**config.mk**
```make
export PLATFORM = sky130hd
export DESIGN_NAME = grng_stat_monitor_flat
export DESIGN_NICKNAME = d
export VERILOG_FILES = /design/src/rtl/grng_pkg.sv /design/src/rtl/grng_stat_monitor_if.sv /design/src/rtl/grng_moment_acc.sv /design/src/rtl/grng_stat_monitor.sv /design/src/flat_wrapper.sv
export SDC_FILE = /design/constraint.sdc
export NUM_CORES = 1
export LEC_CHECK = 0
export ABC_AREA = 1
export CORE_ASPECT_RATIO = 2
export CORE_MARGIN = 2
export CORE_UTILIZATION = 50
export DETAILED_ROUTE_END_ITERATION = 6
export PLACE_DENSITY_LB_ADDON = 0.15
export SLEW_MARGIN = 40
export SYNTH_ARGS = -nofsm -noshare
export SYNTH_HDL_FRONTEND = slang
export SYNTH_SLANG_ARGS = --single-unit
```
**constraint.sdc**
```tcl
create_clock -name clk -period 15.04 [get_ports clk]
set_input_delay 3.008 -clock clk [delete_from_list [all_inputs] [get_ports clk]]
set_output_delay 3.008 -clock clk [all_outputs]
set_load 0.03 [all_outputs]
```
**src/rtl/grng_pkg.sv**
```systemverilog
// Shared types and width helpers for the GRNG statistics monitor.
package grng_pkg;

    typedef enum logic [1:0] {
        IDLE  = 2'd0,
        ACCUM = 2'd1,
        HOLD  = 2'd2
    } mon_state_t;

    localparam int DROP_W = 16;

    // Signed sum width: one sample plus one bit per doubling of the window.
    function automatic int SUM_W(input int sw, input int lw);
        return sw + lw;
    endfunction

    // Sum-of-squares width: a full-width square plus one bit per doubling.
    function automatic int SQ_W(input int sw, input int lw);
        return 2 * sw + lw;
    endfunction

endpackage

```
**src/rtl/grng_stat_monitor_if.sv**
```systemverilog
// Sample stream, control and statistics readout bundle for grng_stat_monitor.
interface grng_stat_monitor_if
    import grng_pkg::*;
#(
    parameter int SAMPLE_W = 8,
    parameter int LOG2_WIN = 10
);
    logic                                  start;
    logic                                  continuous;
    logic [SAMPLE_W-1:0]                   sample;
    logic                                  sample_valid;
    logic                                  busy;
    logic                                  result_valid;
    logic                                  result_ready;
    logic [SUM_W(SAMPLE_W, LOG2_WIN)-1:0]  sum_out;
    logic [SQ_W(SAMPLE_W, LOG2_WIN)-1:0]   sumsq_out;
    logic [SAMPLE_W-1:0]                   min_out;
    logic [SAMPLE_W-1:0]                   max_out;
    logic [DROP_W-1:0]                     dropped_out;

    modport master (
        output start, continuous, sample, sample_valid, result_ready,
        input  busy, result_valid, sum_out, sumsq_out, min_out, max_out, dropped_out
    );

    modport slave (
        input  start, continuous, sample, sample_valid, result_ready,
        output busy, result_valid, sum_out, sumsq_out, min_out, max_out, dropped_out
    );

endinterface

```
**src/rtl/grng_moment_acc.sv**
```systemverilog
// Running sum, sum of squares, min and max over centred samples.
// The *Next_o outputs include the sample presented this cycle, so the
// owner can capture a finished window on the same edge that accepts
// its last sample.
module grng_moment_acc
    import grng_pkg::*;
#(
    parameter int SAMPLE_W = 8,
    parameter int LOG2_WIN = 10
) (
    input  logic                                        clk,
    input  logic                                        rst_n,
    input  logic                                        clear_i,
    input  logic                                        en_i,
    input  logic signed [SAMPLE_W-1:0]                  x_i,
    output logic signed [SUM_W(SAMPLE_W, LOG2_WIN)-1:0] sumNext_o,
    output logic        [SQ_W(SAMPLE_W, LOG2_WIN)-1:0]  sumsqNext_o,
    output logic signed [SAMPLE_W-1:0]                  minNext_o,
    output logic signed [SAMPLE_W-1:0]                  maxNext_o
);
    localparam int SUM_WL = SUM_W(SAMPLE_W, LOG2_WIN);
    localparam int SQ_WL  = SQ_W(SAMPLE_W, LOG2_WIN);
    localparam logic signed [SAMPLE_W-1:0] POS_MAX = {1'b0, {(SAMPLE_W-1){1'b1}}};
    localparam logic signed [SAMPLE_W-1:0] NEG_MAX = {1'b1, {(SAMPLE_W-1){1'b0}}};

    logic signed [SUM_WL-1:0]     sum_q, sum_d;
    logic        [SQ_WL-1:0]      sumsq_q, sumsq_d;
    logic signed [SAMPLE_W-1:0]   min_q, min_d;
    logic signed [SAMPLE_W-1:0]   max_q, max_d;
    logic signed [2*SAMPLE_W-1:0] square;

    // Next moments: clear seeds min/max with the opposite extremes, enable folds in x.
    always_comb begin
        square  = x_i * x_i;
        sum_d   = sum_q;
        sumsq_d = sumsq_q;
        min_d   = min_q;
        max_d   = max_q;
        if (clear_i) begin
            sum_d   = '0;
            sumsq_d = '0;
            min_d   = POS_MAX;
            max_d   = NEG_MAX;
        end else if (en_i) begin
            sum_d   = sum_q + {{LOG2_WIN{x_i[SAMPLE_W-1]}}, x_i};
            sumsq_d = sumsq_q + {{LOG2_WIN{1'b0}}, square};
            if (x_i < min_q) min_d = x_i;
            if (x_i > max_q) max_d = x_i;
        end
    end

    // Accumulator registers, zeroed by reset.
    always_ff @(posedge clk) begin
        if (!rst_n) begin
            sum_q   <= '0;
            sumsq_q <= '0;
            min_q   <= '0;
            max_q   <= '0;
        end else begin
            sum_q   <= sum_d;
            sumsq_q <= sumsq_d;
            min_q   <= min_d;
            max_q   <= max_d;
        end
    end

    assign sumNext_o   = sum_d;
    assign sumsqNext_o = sumsq_d;
    assign minNext_o   = min_d;
    assign maxNext_o   = max_d;

endmodule

```
**src/rtl/grng_stat_monitor.sv**
```systemverilog
// Window statistics checker for the GRNG sample stream with a valid/ready readout.
module grng_stat_monitor
    import grng_pkg::*;
#(
    parameter int SAMPLE_W      = 8,
    parameter int LOG2_WIN      = 10,
    parameter int OFFSET_BINARY = 1
) (
    input  logic          clk,
    input  logic          rst_n,
    grng_stat_monitor_if.slave mon
);
    localparam int SUM_WL = SUM_W(SAMPLE_W, LOG2_WIN);
    localparam int SQ_WL  = SQ_W(SAMPLE_W, LOG2_WIN);
    localparam logic [DROP_W-1:0] DROP_ONE = {{(DROP_W-1){1'b0}}, 1'b1};

    mon_state_t state_q, state_d;

    logic                       busy, resultValid, accEn, accClear, windowEnd;
    logic signed [SAMPLE_W-1:0] x;

    logic [LOG2_WIN-1:0] cnt_q, cnt_d;
    logic [DROP_W-1:0]   dropCount_q, dropCount_d;

    logic signed [SUM_WL-1:0]   sumNext;
    logic        [SQ_WL-1:0]    sumsqNext;
    logic signed [SAMPLE_W-1:0] minNext, maxNext;

    logic [SUM_WL-1:0]   sumOut_q, sumOut_d;
    logic [SQ_WL-1:0]    sumsqOut_q, sumsqOut_d;
    logic [SAMPLE_W-1:0] minOut_q, minOut_d;
    logic [SAMPLE_W-1:0] maxOut_q, maxOut_d;
    logic [DROP_W-1:0]   droppedOut_q, droppedOut_d;

    // Centre the sample: flipping the MSB subtracts half-scale from offset-binary.
    always_comb begin
        if (OFFSET_BINARY != 0) x = {~mon.sample[SAMPLE_W-1], mon.sample[SAMPLE_W-2:0]};
        else                    x = mon.sample;
    end

    // State register.
    always_ff @(posedge clk) begin
        if (!rst_n) state_q <= IDLE;
        else        state_q <= state_d;
    end

    // Next state: start only matters in IDLE, ready only in HOLD.
    always_comb begin
        state_d = state_q;
        case (state_q)
            IDLE:    if (mon.start) state_d = ACCUM;
            ACCUM:   if (windowEnd) state_d = HOLD;
            HOLD:    if (mon.result_ready) state_d = mon.continuous ? ACCUM : IDLE;
            default: state_d = IDLE;
        endcase
    end

    // Control outputs decoded from the current state.
    always_comb begin
        busy        = (state_q == ACCUM);
        resultValid = (state_q == HOLD);
        accEn       = busy && mon.sample_valid;
        windowEnd   = accEn && (cnt_q == '1);
        accClear    = ((state_q == IDLE) && mon.start) ||
                      ((state_q == HOLD) && mon.result_ready);
    end

    grng_moment_acc #(
        .SAMPLE_W (SAMPLE_W),
        .LOG2_WIN (LOG2_WIN)
    ) u_acc (
        .clk         (clk),
        .rst_n       (rst_n),
        .clear_i     (accClear),
        .en_i        (accEn),
        .x_i         (x),
        .sumNext_o   (sumNext),
        .sumsqNext_o (sumsqNext),
        .minNext_o   (minNext),
        .maxNext_o   (maxNext)
    );

    // Counter, saturating drop count and report capture; the drop count restarts
    // when a report is captured so HOLD-phase drops land in the following report.
    always_comb begin
        cnt_d        = cnt_q;
        dropCount_d  = dropCount_q;
        sumOut_d     = sumOut_q;
        sumsqOut_d   = sumsqOut_q;
        minOut_d     = minOut_q;
        maxOut_d     = maxOut_q;
        droppedOut_d = droppedOut_q;
        if (accClear)   cnt_d = '0;
        else if (accEn) cnt_d = cnt_q + 1'b1;
        if (windowEnd) begin
            dropCount_d  = '0;
            sumOut_d     = sumNext;
            sumsqOut_d   = sumsqNext;
            minOut_d     = minNext;
            maxOut_d     = maxNext;
            droppedOut_d = dropCount_q;
        end else if (!busy && mon.sample_valid && (dropCount_q != '1)) begin
            dropCount_d = dropCount_q + DROP_ONE;
        end
    end

    // Counter, drop count and report registers.
    always_ff @(posedge clk) begin
        if (!rst_n) begin
            cnt_q        <= '0;
            dropCount_q  <= '0;
            sumOut_q     <= '0;
            sumsqOut_q   <= '0;
            minOut_q     <= '0;
            maxOut_q     <= '0;
            droppedOut_q <= '0;
        end else begin
            cnt_q        <= cnt_d;
            dropCount_q  <= dropCount_d;
            sumOut_q     <= sumOut_d;
            sumsqOut_q   <= sumsqOut_d;
            minOut_q     <= minOut_d;
            maxOut_q     <= maxOut_d;
            droppedOut_q <= droppedOut_d;
        end
    end

    assign mon.busy         = busy;
    assign mon.result_valid = resultValid;
    assign mon.sum_out      = sumOut_q;
    assign mon.sumsq_out    = sumsqOut_q;
    assign mon.min_out      = minOut_q;
    assign mon.max_out      = maxOut_q;
    assign mon.dropped_out  = droppedOut_q;

endmodule

```
**src/flat_wrapper.sv**
```systemverilog
// flat-port wrapper written by rule: the top's interface ports become plain ports
module grng_stat_monitor_flat import grng_pkg::*;
#(
    parameter int SAMPLE_W      = 8,
    parameter int LOG2_WIN      = 10,
    parameter int OFFSET_BINARY = 1
)
  (clk, rst_n, mon_start, mon_continuous, mon_sample, mon_sample_valid, mon_result_ready, mon_busy, mon_result_valid, mon_sum_out, mon_sumsq_out, mon_min_out, mon_max_out, mon_dropped_out);
  grng_stat_monitor_if #(.SAMPLE_W(SAMPLE_W), .LOG2_WIN(LOG2_WIN)) mon_i ();
  input  logic clk;
  input  logic rst_n;
  input wire logic [$bits(mon_i.start)-1:0] mon_start;
  input wire logic [$bits(mon_i.continuous)-1:0] mon_continuous;
  input wire logic [$bits(mon_i.sample)-1:0] mon_sample;
  input wire logic [$bits(mon_i.sample_valid)-1:0] mon_sample_valid;
  input wire logic [$bits(mon_i.result_ready)-1:0] mon_result_ready;
  output wire logic [$bits(mon_i.busy)-1:0] mon_busy;
  output wire logic [$bits(mon_i.result_valid)-1:0] mon_result_valid;
  output wire logic [$bits(mon_i.sum_out)-1:0] mon_sum_out;
  output wire logic [$bits(mon_i.sumsq_out)-1:0] mon_sumsq_out;
  output wire logic [$bits(mon_i.min_out)-1:0] mon_min_out;
  output wire logic [$bits(mon_i.max_out)-1:0] mon_max_out;
  output wire logic [$bits(mon_i.dropped_out)-1:0] mon_dropped_out;
  assign mon_i.start = mon_start;
  assign mon_i.continuous = mon_continuous;
  assign mon_i.sample = mon_sample;
  assign mon_i.sample_valid = mon_sample_valid;
  assign mon_i.result_ready = mon_result_ready;
  assign mon_busy = mon_i.busy;
  assign mon_result_valid = mon_i.result_valid;
  assign mon_sum_out = mon_i.sum_out;
  assign mon_sumsq_out = mon_i.sumsq_out;
  assign mon_min_out = mon_i.min_out;
  assign mon_max_out = mon_i.max_out;
  assign mon_dropped_out = mon_i.dropped_out;
  grng_stat_monitor #(.SAMPLE_W(SAMPLE_W), .LOG2_WIN(LOG2_WIN), .OFFSET_BINARY(OFFSET_BINARY)) u_core (.clk(clk), .rst_n(rst_n), .mon(mon_i));
endmodule
```
==> flow_summary.yaml <==
cts:
  post_cts_buffers: 0
  cts_resized: 0
  clock_latency_ns: 0.45
  clk_pin_slew_ns: 0.06
  cts.sinks: 164
  ctsHoldBuffers: 0
  cts_root_buffer: "clkbuf_16"
  cts_tree: "built"
  cts_max_path_buffers: 2
  h-tree-depth: 4
  cts_made_buffers: 17
critical_path:
  r2r_start: "u_core.cnt_q[1]"
  critPathKind: "in -> reg"
  crit_family: "adder cells"
  cp_num_buf_inv: 6
  cp.arrival_ns: 9.63
  startpoint_type: "input pin"
  crit_slowest_cell: "clkdlybuf4s50_1"
  rrSetupSlack_ns: 11.50
  critPathRequiredTime_ns: 15.41
  ff2ff_path_depth: 11
  cp_max_fo: 16
  end_kind: "register"
  path_common_cell: "inv_1"
  reg2reg_to: "u_core.mon.sumsq_out[8]"
  cpPeakStageDelay_ns: 0.72
synthesis:
  yosys.area.top_type: "dfxtp_1"
  synth_compound_gate_area_share: 0.142
  synth_mux_area_frac: 0.000916
  syn-num-nets: 1576
  ys_seq_area_frac: 0.301
  synth-adder-area-share: 0.169
  synth_ff_type: "dfxtp_1"
  syn_area_um2: 10900
  synth_most_common_cell: "nand2_1"
  synth_top_cells_by_area: "dfxtp_1 (30%), nand2_1 (9.8%), inv_1 (9.3%), ha_1 (8.7%), fa_1 (8.2%)"
  synth_cells: 1441
  yosys.area_share.simple: 0.242
  synth_top_family_by_area: "simple AND/OR/NAND/NOR gates"
  ys_warn_count: 0
  synth_area_per_cell_um2: 7.58
  async_flop_share: 0
  synthTopCellsByCount: "nand2_1 (286), inv_1 (270), dfxtp_1 (164), nand3_1 (121), nor2_1 (81)"
  synth_top_area_share: 0.301
  synth_cell_types: 53
  synth_edf_count: 0
  synth-xor-area-share: 0.0257
  ys_ff_latch: 164
hold_path:
  hold_path_end: "u_core.mon.dropped_out[0]"
  holdPathStages: 2
  min_from: "u_core.mon.dropped_out[0]"
  hold_class: "reg -> reg"
place:
  place_hpwl_um: 22200
  io_buffers: 91
  place.gp.congestion: 0.910
run:
  cap_violations: 0
sta:
  hold_viol_final: 0
  period_share: 0.616
  fmax_ghz: 0.108
  drv_slew: 0
  relSlewSlack: 0.500
  tns_ns: 0
  finClkSkew_ns: 0.0101
  worst_pin_slew_ns: 0.747
  setup_viol: 0
  rsz0062_at_grt: "false"
  min_period_ns: 9.26
drt:
  dr.pass1.iters: 5
  routed_via_density: 5.23
  post_drt_wl_per_cell_um: 15.9
  wl_um: 28700
  route.detailed.drc: 0
  vias: 9412
  drtAntennaViolNets: 0
  drtIter0Drc: 361
floorplanning:
  core_area_um2: 21500
  dieHeight_um: 213
  io_pins: 92
  rows: 76
  die_area_um2: 23100
  die_w_um: 109
  start_util: 0.508
power_and_ir_drop:
  power-per-cell-area_nw_per_um2: 131
  ir_drop_uv: 155
  clkPwrFrac: 0.273
  power.internal_mw: 0.964
  switching_share: 0.415
  p_seq_frac: 0.271
  totalPowerFinal_mw: 1.65
  p_comb_frac: 0.456
  switchingPower_mw: 0.685
  power_leakage_nw: 6.09
finish:
  num_antenna_cells: 0
  fill_cells: 2075
  syn2layout_area_growth_pct: 15.0
  nets: 1649
  drive_gt1_frac: 0.0976
  final_core_util: 0.585
grt:
  grtUsageTotal: 0.263
  grt.overflow.total: 0
  grt_pass1_wl_um: 46300
  grt_antenna_before_repair: 0
  grt_max_degree: 76
  grt_pass1_vias: 9510
run_status:
  status: "completed"
-- final cells by class --
type	count	area (um^2)	area share
clock inverters	12	146	0.0117
well taps	273	342	0.0272
clock buffers	20	457	0.0363
multi-input cells	955	6330	0.504
inverters	278	1040	0.0831
flip-flops and latches	164	3280	0.261
repair buffers	98	963	0.0767
-- power by group through the flow --
stage	clock [mW]	sequential (mW)	combinational, mW
4_1_cts	0.459	0.447	0.755
5_1_grt	0.474	0.448	0.859
2_1_floorplan	0	0.455	0.572
6_report	0.450	0.447	0.752
3_3_place_gp	0	0.457	0.745
3_5_place_dp	0	0.457	0.748
-- logic make-up after synthesis --
family | Yosys count
xor+xnor | 32
buf+inv | 322
mux | 1
fa+ha+maj | 121
simple gates | 583
flops | 164
compound gates | 218
-- worst min-delay path: stages, from the launching register on --
cell and delay, ns:
dfxtp_1 0.33, nand2_1 0.05, o21ai_0 0.05
-- flip-flops by register name, summed over array words and instances (netlist names) --
name                    cells
u_core.u_acc.max_q          8
u_core.mon.dropped_out     16
u_core.mon.max_out          8
u_core.mon.min_out          8
u_core.u_acc.min_q          8
u_core.mon.sum_out         18
u_core.mon.sumsq_out       26
u_core.u_acc.sum_q         18
u_core.cnt_q               10
u_core.u_acc.sumsq_q       26
u_core.dropCount_q         16
u_core.state_q              2
-- per-layer routing --
metal,global-route usage,part of all wire
met1,0.253,0.36
met5,0,0
met4,0.155,0.058
met2,0.499,0.55
met3,0.0519,0.038
-- worst max-delay path by stage --
stage	startpoint	endpoint	slack, ns	cells after the start
2_1_floorplan	mon_sample[7]	u_core.mon.sumsq_out[24]	6.72	28
3_3_place_gp	mon_sample[7]	u_core.mon.sumsq_out[18]	5.39	28
3_5_place_dp	mon_sample[7]	u_core.mon.sumsq_out[22]	5.34	27
4_1_cts	mon_sample[7]	u_core.mon.sumsq_out[22]	5.79	27
5_1_grt	mon_sample[7]	u_core.mon.sumsq_out[18]	5.30	28
6_report	mon_sample[7]	u_core.mon.sumsq_out[18]	5.78	27
-- placed cells by master, fill, tap and decap left out, drive strengths merged, types with 20 or more instances in the layout --
cell type	netlist	routed
a21oi	77	77
a2bb2oi	24	24
clkbuf	13	20
clkdlybuf4s50	0	91
dfxtp	164	164
fa	45	45
ha	76	76
inv	278	281
nand2	294	294
nand3	122	122
nor2	89	89
nor3	20	20
o21ai	53	53
or2	38	38
-- stage by stage --
stage	hold WS [ns]	cells	area (um^2)	setup WS (ns)
after floorplan	0.452	1441	10900	6.72
after global placement	0.442	1768	12000	5.39
after detailed placement	0.448	1768	12000	5.34
after CTS	0.464	1800	12600	5.79
after global routing	0.474	1800	12600	5.30
final	0.463	1800	12600	5.78
(Power assumes the default switching activity.)
